===== src/rtl/io_pkg.sv =====
// Shared defaults and types for the core I/O port responder.
package io_pkg;

  localparam int unsigned DATA_W_DEF     = 16;
  localparam int unsigned PORT_W_DEF     = 4;
  localparam int unsigned OUT_DEPTH_DEF  = 4;
  localparam int unsigned RD_TIMEOUT_DEF = 255;

  localparam logic [15:0] RD_ERR_WORD = 16'hFFFF;

  typedef enum logic {
    RD_IDLE,
    RD_WAIT
  } rd_state_t;

endpackage


===== src/rtl/io_sync_fifo.sv =====
// Synchronous FIFO with wrap-bit pointers and registered full/empty flags.
module io_sync_fifo #(
  parameter int unsigned WIDTH = 20,
  parameter int unsigned DEPTH = 4
) (
  input  logic             clk,
  input  logic             rst_n,
  input  logic             push,
  input  logic [WIDTH-1:0] din,
  input  logic             pop,
  output logic [WIDTH-1:0] dout,
  output logic             full,
  output logic             empty
);

  localparam int unsigned AW = $clog2(DEPTH);

  logic [WIDTH-1:0] mem [DEPTH];
  logic [AW:0]      wr_ptr;
  logic [AW:0]      rd_ptr;
  logic [AW:0]      wr_ptr_nxt;
  logic [AW:0]      rd_ptr_nxt;
  logic             do_push;
  logic             do_pop;

  always_comb begin
    do_push    = push & ~full;
    do_pop     = pop & ~empty;
    wr_ptr_nxt = wr_ptr + (AW+1)'(do_push);
    rd_ptr_nxt = rd_ptr + (AW+1)'(do_pop);
  end

  // Storage is cleared on reset so the head reads zero while empty after reset.
  always_ff @(posedge clk or negedge rst_n) begin
    if (!rst_n) begin
      wr_ptr <= '0;
      rd_ptr <= '0;
      full   <= 1'b0;
      empty  <= 1'b1;
      for (int unsigned i = 0; i < DEPTH; i++) begin
        mem[i] <= '0;
      end
    end else begin
      if (do_push) begin
        mem[wr_ptr[AW-1:0]] <= din;
      end
      wr_ptr <= wr_ptr_nxt;
      rd_ptr <= rd_ptr_nxt;
      empty  <= (wr_ptr_nxt == rd_ptr_nxt);
      full   <= (wr_ptr_nxt[AW-1:0] == rd_ptr_nxt[AW-1:0]) &&
                (wr_ptr_nxt[AW] != rd_ptr_nxt[AW]);
    end
  end

  assign dout = mem[rd_ptr[AW-1:0]];

endmodule


===== src/rtl/io_port_responder.sv =====
// Device-side responder for core OUTPUT/INPUT strobes: buffered transmit link,
// single-word receive register, stalled-read FSM with timeout, sticky error flags.
module io_port_responder
  import io_pkg::*;
#(
  parameter int unsigned DATA_W     = DATA_W_DEF,
  parameter int unsigned PORT_W     = PORT_W_DEF,
  parameter int unsigned OUT_DEPTH  = OUT_DEPTH_DEF,
  parameter int unsigned RD_TIMEOUT = RD_TIMEOUT_DEF
) (
  input  logic              clk,
  input  logic              rst_n,
  input  logic              write_strobe,
  input  logic              read_strobe,
  input  logic [PORT_W-1:0] port_id,
  input  logic [DATA_W-1:0] out_data,
  output logic [DATA_W-1:0] in_data,
  output logic              io_stall,
  output logic              tx_valid,
  input  logic              tx_ready,
  output logic [DATA_W-1:0] tx_data,
  output logic [PORT_W-1:0] tx_port,
  input  logic              rx_valid,
  output logic              rx_ready,
  input  logic [DATA_W-1:0] rx_data,
  output logic              rd_timeout,
  output logic              proto_err,
  input  logic              clr_err
);

  localparam logic [15:0] TIMEOUT_LIMIT = 16'(RD_TIMEOUT);

  rd_state_t         rd_state;
  logic [15:0]       rd_count;
  logic [DATA_W-1:0] rx_buf;
  logic              rx_buf_valid;

  logic              fifo_full;
  logic              fifo_empty;
  logic              wr_req;
  logic              rd_req;
  logic              both;
  logic              rd_hit;
  logic              rd_to;
  logic              rd_stall;

  // A cycle with both strobes high is a protocol error and acts on neither path.
  always_comb begin
    both     = write_strobe & read_strobe;
    wr_req   = write_strobe & ~read_strobe;
    rd_req   = read_strobe & ~write_strobe;
    rd_hit   = 1'b0;
    rd_to    = 1'b0;
    rd_stall = 1'b0;
    if (rd_req) begin
      if (rx_buf_valid) begin
        rd_hit = 1'b1;
      end else if (rd_state == RD_WAIT && rd_count >= TIMEOUT_LIMIT) begin
        rd_to = 1'b1;
      end else begin
        rd_stall = 1'b1;
      end
    end
  end

  io_sync_fifo #(
    .WIDTH (DATA_W + PORT_W),
    .DEPTH (OUT_DEPTH)
  ) u_out_fifo (
    .clk   (clk),
    .rst_n (rst_n),
    .push  (wr_req),
    .din   ({port_id, out_data}),
    .pop   (tx_ready),
    .dout  ({tx_port, tx_data}),
    .full  (fifo_full),
    .empty (fifo_empty)
  );

  assign tx_valid = ~fifo_empty;
  assign rx_ready = ~rx_buf_valid;

  // Stall is gated by reset so a held strobe cannot keep the core frozen through reset.
  assign io_stall = rst_n & (rd_stall | (wr_req & fifo_full));

  always_comb begin
    in_data = '0;
    if (rd_hit) begin
      in_data = rx_buf;
    end else if (rd_to) begin
      in_data = DATA_W'(RD_ERR_WORD);
    end
  end

  // Any completed or dropped read returns to idle; otherwise keep waiting and counting.
  always_ff @(posedge clk or negedge rst_n) begin
    if (!rst_n) begin
      rd_state <= RD_IDLE;
      rd_count <= '0;
    end else if (!rd_req || rd_hit || rd_to) begin
      rd_state <= RD_IDLE;
      rd_count <= '0;
    end else begin
      rd_state <= RD_WAIT;
      rd_count <= rd_count + 16'd1;
    end
  end

  always_ff @(posedge clk or negedge rst_n) begin
    if (!rst_n) begin
      rx_buf       <= '0;
      rx_buf_valid <= 1'b0;
    end else if (rx_valid && !rx_buf_valid) begin
      rx_buf       <= rx_data;
      rx_buf_valid <= 1'b1;
    end else if (rd_hit) begin
      rx_buf_valid <= 1'b0;
    end
  end

  always_ff @(posedge clk or negedge rst_n) begin
    if (!rst_n) begin
      rd_timeout <= 1'b0;
      proto_err  <= 1'b0;
    end else begin
      if (rd_to) begin
        rd_timeout <= 1'b1;
      end else if (clr_err) begin
        rd_timeout <= 1'b0;
      end
      if (both) begin
        proto_err <= 1'b1;
      end else if (clr_err) begin
        proto_err <= 1'b0;
      end
    end
  end

endmodule

===== config.mk =====
export PLATFORM = sky130hd
export DESIGN_NAME = io_port_responder
export DESIGN_NICKNAME = d
export VERILOG_FILES = /design/src/rtl/io_pkg.sv /design/src/rtl/io_sync_fifo.sv /design/src/rtl/io_port_responder.sv
export SDC_FILE = /design/constraint.sdc
export NUM_CORES = 1
export LEC_CHECK = 0
export CORE_UTILIZATION = 46
export DETAILED_ROUTE_END_ITERATION = 12
export PLACE_DENSITY_LB_ADDON = 0.25
export SLEW_MARGIN = 5
export SYNTH_ARGS = -nofsm -noshare
export SYNTH_HDL_FRONTEND = slang
export SYNTH_SLANG_ARGS = --single-unit

===== constraint.sdc =====
create_clock -name clk -period 3.5 [get_ports clk]
set_input_delay 0.7 -clock clk [delete_from_list [all_inputs] [get_ports clk]]
set_output_delay 0.7 -clock clk [all_outputs]
set_load 0.02 [all_outputs]

# Word-level counts from Yosys, hierarchy flattened
# Cells that the tools add are included.
# W data, S select, Z words.
[word_totals] latchBits=0 wordCells=73 ramBits=0 ff_bits=124 mem_count=0 rom_bits=0
[classes] div=0 bitwise=15 n_addsub=3 multipliers=0 n_shift=0 n_lt_le_gt_ge=4 n_reduce_logical=11 eq_ne=3 n_mux=23
[ops] op="$bwmux W80" count=1
[ops] op="$mux W20" count=3
[ops] op="$mux W16" count=3
[ops] op="$bmux W20 S2" count=1
[ops] op="$demux W20 S2" count=1
[ops] op="$add A16 B1 Y16 const B" count=1
[ops] op="$ge A16 B8 Y1 const B" count=1
[ops] op="$mux W1" count=14
[ops] op="$and A1 B1 Y1" count=7
[ops] op="$add A3 B1 Y3" count=2
[ops] op="$ge A3 B3 Y1 const B" count=2
[ops] op="$not A2 Y3" count=2
[ops] op="$reduce_bool A2 Y1" count=3
[ops] op="$not A1 Y1" count=5
[ops] op="$logic_and A1 B1 Y1" count=4
[ops] op="$eq A3 B3 Y1" count=1
[ops] op="$lt A3 B1 Y1 const B" count=1
[ops] op="$eq A2 B2 Y1" count=1
[ops] op="$logic_not A1 Y1" count=2
[ops] op="$logic_or A1 B1 Y1" count=2
[ops] op="$ne A1 B1 Y1" count=1
[ops] op="$or A1 B1 Y1" count=1

# Longest topological paths before layout
[depth] ltp_word=7 mapped_depth=7

# Hierarchy
# Synthesis repeated with hierarchy kept, for this count alone.
[unflattened] cells_unflattened=374 area_unflattened_um2=5542.8
[by_module_without_submodules] mod="io_sync_fifo" n_inst=1 cells_each=219 area_per_inst_um2=3824.9
[by_module_without_submodules] mod="io_port_responder" n_inst=1 cells_each=155 area_per_inst_um2=1717.9

# Worst setup path after synthesis
# OpenSTA, ideal clock, no wires.
[synth_path] path_type="input port to output port" start="in write_strobe" end="out in_data[10]" t_arrival_ns=1.797 cell_stages=3 path_slack_ns=1.003 path_buffers=1 cell_sequence="nor3b_1 clkbuf_1 a21o_1"
[synth_between] elab_chain_len=5 elab_cells_between_ends=6 cone_classes="mux (4); bitwise (2)"
[synth_lines] item="start, declared" line="io_port_responder.sv:13" source="input logic write_strobe,"
[synth_lines] item="$not A1 Y1 *" line="io_port_responder.sv:51" source="rd_req = read_strobe & ~write_strobe;"
[synth_lines] item="$and A1 B1 Y1 *" line="io_port_responder.sv:51"
[synth_lines] item="$mux W1" line="io_port_responder.sv:55" source="if (rd_req) begin"
[synth_lines] item="$mux W16" line="io_port_responder.sv:90" source="end else if (rd_to) begin"
[synth_lines] item="$mux W16 *" line="io_port_responder.sv:88" source="if (rd_hit) begin"
[synth_lines] item="end, declared" line="io_port_responder.sv:17" source="output logic [DATA_W-1:0] in_data,"
# Every way passes the cells marked *; elsewhere a longest branch is shown, timed or not.

# Final worst setup path
[layout_path] start="in read_strobe" end="out in_data[4]"
[layout_between] elab_chain_len=4 elab_cells_between_ends=5 cone_classes="mux (4); bitwise (1)"
[layout_lines] item="start, declared" line="io_port_responder.sv:14" source="input logic read_strobe,"
[layout_lines] item="$and A1 B1 Y1 *" line="io_port_responder.sv:51"
[layout_lines] item="$mux W1" line="io_port_responder.sv:55"
[layout_lines] item="$mux W16" line="io_port_responder.sv:90"
[layout_lines] item="$mux W16 *" line="io_port_responder.sv:88"
# Marks and branches as above.

==> results.txt <==
----------------------------------------------------
[Global route]
  Sum of overflow across all layers after global routing ... 0
  Wire length of the first global-routing pass ... 18600 um
  Number of antenna violations at the first check in global routing ... 0
  Largest net degree at the start of global routing ... 72
  Total global routing track utilization ... 19.4%
  Vias in the first global route ... 3589

[Drt]
  Remaining number of nets flagged by the antenna check after routing ... 0
  Iter 0 DRT Violations ... 136
  # DRC ... 4
  Routed wire length per instance ... 17.5 um
  Post-Route WL ... 10900 um
  Via count ... 3306
  Ratio of routed vias to standard cells ... 5.30
  Number of iterations in the first detailed-routing pass ... 8

[CTS]
  Worst-skew pair later-pin latency ... 0.39 ns
  Clock Path Buffers ... 2
  TritonCTS clock tree ... done
  Sinks on Clock Net ... 124
  # hold bufs at CTS ... 0
  Root buffer cell ... clkbuf_16
  Cts bufs inserted ... 17
  Clock transition time at the flip-flop clock pins of the worst setup and hold paths ... 0.05 ns
  CTS H-tree depth ... 4
  Number of cells upsized or downsized after cts ... 0
  Post-CTS setup buffers ... 0

[Setup path]
  Largest fanout on the critical path ... 17
  Critical path endpoint category ... output port
  Depth of the worst register-to-register path ... 4
  Kind of critical path ... in2out
  Data arrival, critical path ... 2.63 ns
  CP Data Required Time ... 2.80 ns
  Type of origin of the critical path ... primary input

[Power]
  Switching Share ... 29.4%
  Gate power share ... 35.4%
  Power per unit of standard cell area ... 869 mW/mm2
  Sw Pwr ... 1.83 mW
  Largest vdd supply drop ... 0.000596 V
  Share of power burned in the clock network ... 27.6%
  Cell Int Power ... 4.39 mW
  Leakage dissipation ... 3.12 nW
  Sequential fraction of design power ... 37.0%

[Placed design]
  Weighted congestion reported at the end of routability-driven placement ... 0.740
  HPWL Detailed ... 7040 um
  Port Buffer Count ... 83
  Placed cell count ... 592

[Worst hold path]
  Hold Crit Class ... in2async

[Logic synthesis]
  Post-synth net total ... 420
  Number of warnings printed during yosys synthesis ... 0
  Mean area per synthesized cell ... 14.8 um2
  Number of standard cells after synthesis ... 372
  Async set-reset flop share out of synthesis ... 100%
  Top flip-flop cell by instance count after synthesis ... dfrtp_1
  Sequential cell area fraction in the yosys report ... 56.5%
  Area of the mapped netlist ... 0.00549 mm2
  Synth Register Bits ... 124
  Count of flip-flops with a built-in enable after synthesis ... 0
  Library cells used by synthesis ... 34

[Run]
  Max-cap violation count ... 0

[Die]
  Horizontal die dimension ... 111 um
  Die Ht ... 111 um
  Die ar. ... 0.0124 mm2
  Std-Cell Rows ... 39
  Initial cell density of the core ... 47.7%
  I/O Pins ... 84
  Standard cell core area ... 0.0115 mm2

[Final layout]
  Share of final-layout standard cells stronger than drive strength 1 ... 18.5%
  Antenna diode count ... 0
  Synthesis-to-layout area growth ... 30.2%
  Number of fill cells in the layout ... 890
  Number of non-filler instances in the completed layout ... 624
  Layout Nets ... 516

[STA]
  Final setup vio count ... 0
  Total count of hold-check failures in the final report ... 0
  Slew @ Worst Pin ... 0.882 ns
  Final critical-path share of the clock period ... 95.2%
  Max-slew violation count ... 0
  TNS Setup ... 0 ns
  RSZ-0062 raised after global routing ... false
  Layout Skew ... 0.00588 ns
  Peak Freq ... 0.300 GHz
  Rel. slew slack ... 41.2%
  Time the final worst path needs with I/O delays and setup ... 3.33 ns

[Run status]
  Violated checks ... design-rule violations
  Result of the run ... finished, violations left

----------------------------------------------------
cells by family after synthesis:
logic type,Yosys count,share of synthesized area (%)
multiplexers,116,27.9
XOR/XNOR,18,2.87
buffers and inverters,26,2.00
adder cells (fa/ha/maj),5,1.14
AO/OA/AOI/OAI,23,3.21
flip-flops,124,56.5
AND/OR/NAND/NOR,60,6.40
power groups by stage:
stage | sequential (mW) | clock, mW | combinational, mW
2_1_floorplan | 2.20 | 0 | 1.44
3_3_place_gp | 2.28 | 0 | 2.17
3_5_place_dp | 2.32 | 0 | 2.21
4_1_cts | 2.30 | 1.76 | 2.23
5_1_grt | 2.38 | 1.82 | 2.36
6_report | 2.30 | 1.71 | 2.20
layer usage:
metal  vias up  global-route usage, %  wire length (um)
li1       1560                      -                 -
met1      1697                   26.7              5170
met3         2                   5.08               342
met4         0                   5.14                40
met2        47                   30.5              5360
met5         -                      0                 0
through the flow:
step	area (um2)	total power [mW]	hold slack (ns)	setup WS, ns	util (%)
after floorplan	5490	3.64	0.404	1.00	-
after global placement	6560	4.45	0.461	0.210	56.9
after detailed placement	6560	4.53	0.468	0.177	56.9
after CTS	7150	6.30	0.0750	0.133	62.1
after global routing	7150	6.56	0.0776	0.0784	62.1
final	7150	6.22	0.0977	0.170	62.1
critical path, cell delays in order:
cell             delay [ns]
clkdlybuf4s50_1        0.55
nor3b_1                0.29
o211a_1                0.24
buf_12                 0.15
a21o_1                 0.09
clkdlybuf4s50_1        0.60
state kept, by name, summed over array words and instances, names as in the netlist:
name / count
rd_count: 16
u_out_fifo.empty: 1
rx_buf_valid: 1
u_out_fifo.full: 1
u_out_fifo.wr_ptr: 3
u_out_fifo.mem: 80
rd_state: 1
rd_timeout: 1
proto_err: 1
u_out_fifo.rd_ptr: 3
rx_buf: 16
Yosys cell counts, drive strengths merged, types with 2 or more instances:
| cell | number | area share, % |
|---|---|---|
| xor2 | 4 | 0.64 |
| clkbuf | 10 | 0.68 |
| ha | 5 | 1.1 |
| mux2 | 96 | 20 |
| nand3b | 2 | 0.27 |
| o21ai | 2 | 0.18 |
| buf | 10 | 0.91 |
| nor4 | 5 | 0.57 |
| xnor2 | 14 | 2.2 |
| nand3 | 7 | 0.87 |
| inv | 6 | 0.41 |
| nor3b | 5 | 0.77 |
| mux4 | 20 | 8.2 |
| dfrtp | 123 | 56 |
| nand4 | 3 | 0.46 |
| a21o | 17 | 2.3 |
| nor2b | 3 | 0.34 |
| nand2 | 7 | 0.48 |
| nor3 | 18 | 1.6 |
| nor2 | 6 | 0.41 |
path summary, 6_finish.rpt:
kind,start,endpoint,slack [ns]
max in group asynchronous,rst_n,rd_count[8]$_DFF_PN0_,1.66
min in group clk,u_out_fifo.mem[24]$_DFFE_PN0P_,u_out_fifo.mem[24]$_DFFE_PN0P_,0.48
min,rst_n,proto_err$_DFFE_PN0P_,0.1
min reg2reg,u_out_fifo.mem[24]$_DFFE_PN0P_,u_out_fifo.mem[24]$_DFFE_PN0P_,0.48
max reg2reg,u_out_fifo.full$_DFF_PN0_,u_out_fifo.mem[4]$_DFFE_PN0P_,1.53
max,read_strobe,in_data[4],0.17
layout by cell type, fill, tap and decap left out, types with 2 or more instances in the layout:
| cell | Yosys | routed |
|---|---|---|
| ha_1 | 5 | 5 |
| nor2_1 | 6 | 5 |
| clkbuf_1 | 10 | 4 |
| nand3_1 | 6 | 6 |
| clkdlybuf4s50_1 | 0 | 82 |
| inv_1 | 6 | 6 |
| nor4_1 | 5 | 5 |
| mux4_2 | 20 | 20 |
| nand2_1 | 7 | 7 |
| nand4_1 | 2 | 2 |
| a21o_1 | 17 | 17 |
| nand3b_1 | 2 | 2 |
| clkbuf_8 | 0 | 5 |
| xnor2_1 | 14 | 14 |
| mux2_2 | 16 | 16 |
| nor2b_1 | 3 | 3 |
| xor2_1 | 4 | 4 |
| dfrtp_1 | 123 | 123 |
| buf_12 | 0 | 2 |
| mux2_1 | 80 | 80 |
| nor3_1 | 18 | 17 |
| clkbuf_16 | 0 | 17 |
| nor3b_2 | 1 | 3 |
| nor3b_1 | 4 | 2 |
| buf_4 | 0 | 13 |
| bufinv_16 | 0 | 2 |
| clkinv_2 | 0 | 3 |
area by class of cell:
class	count	area (um2)	area share, %
sequential	124	3100	43.4
multi-input combinational	222	2300	32.1
timing repair buffer	97	958	13.4
clock buffer	26	509	7.12
tap	143	179	2.50
clock inverter	6	82.6	1.15
inverter	6	22.5	0.315
Power figures use the tool's default switching activity.
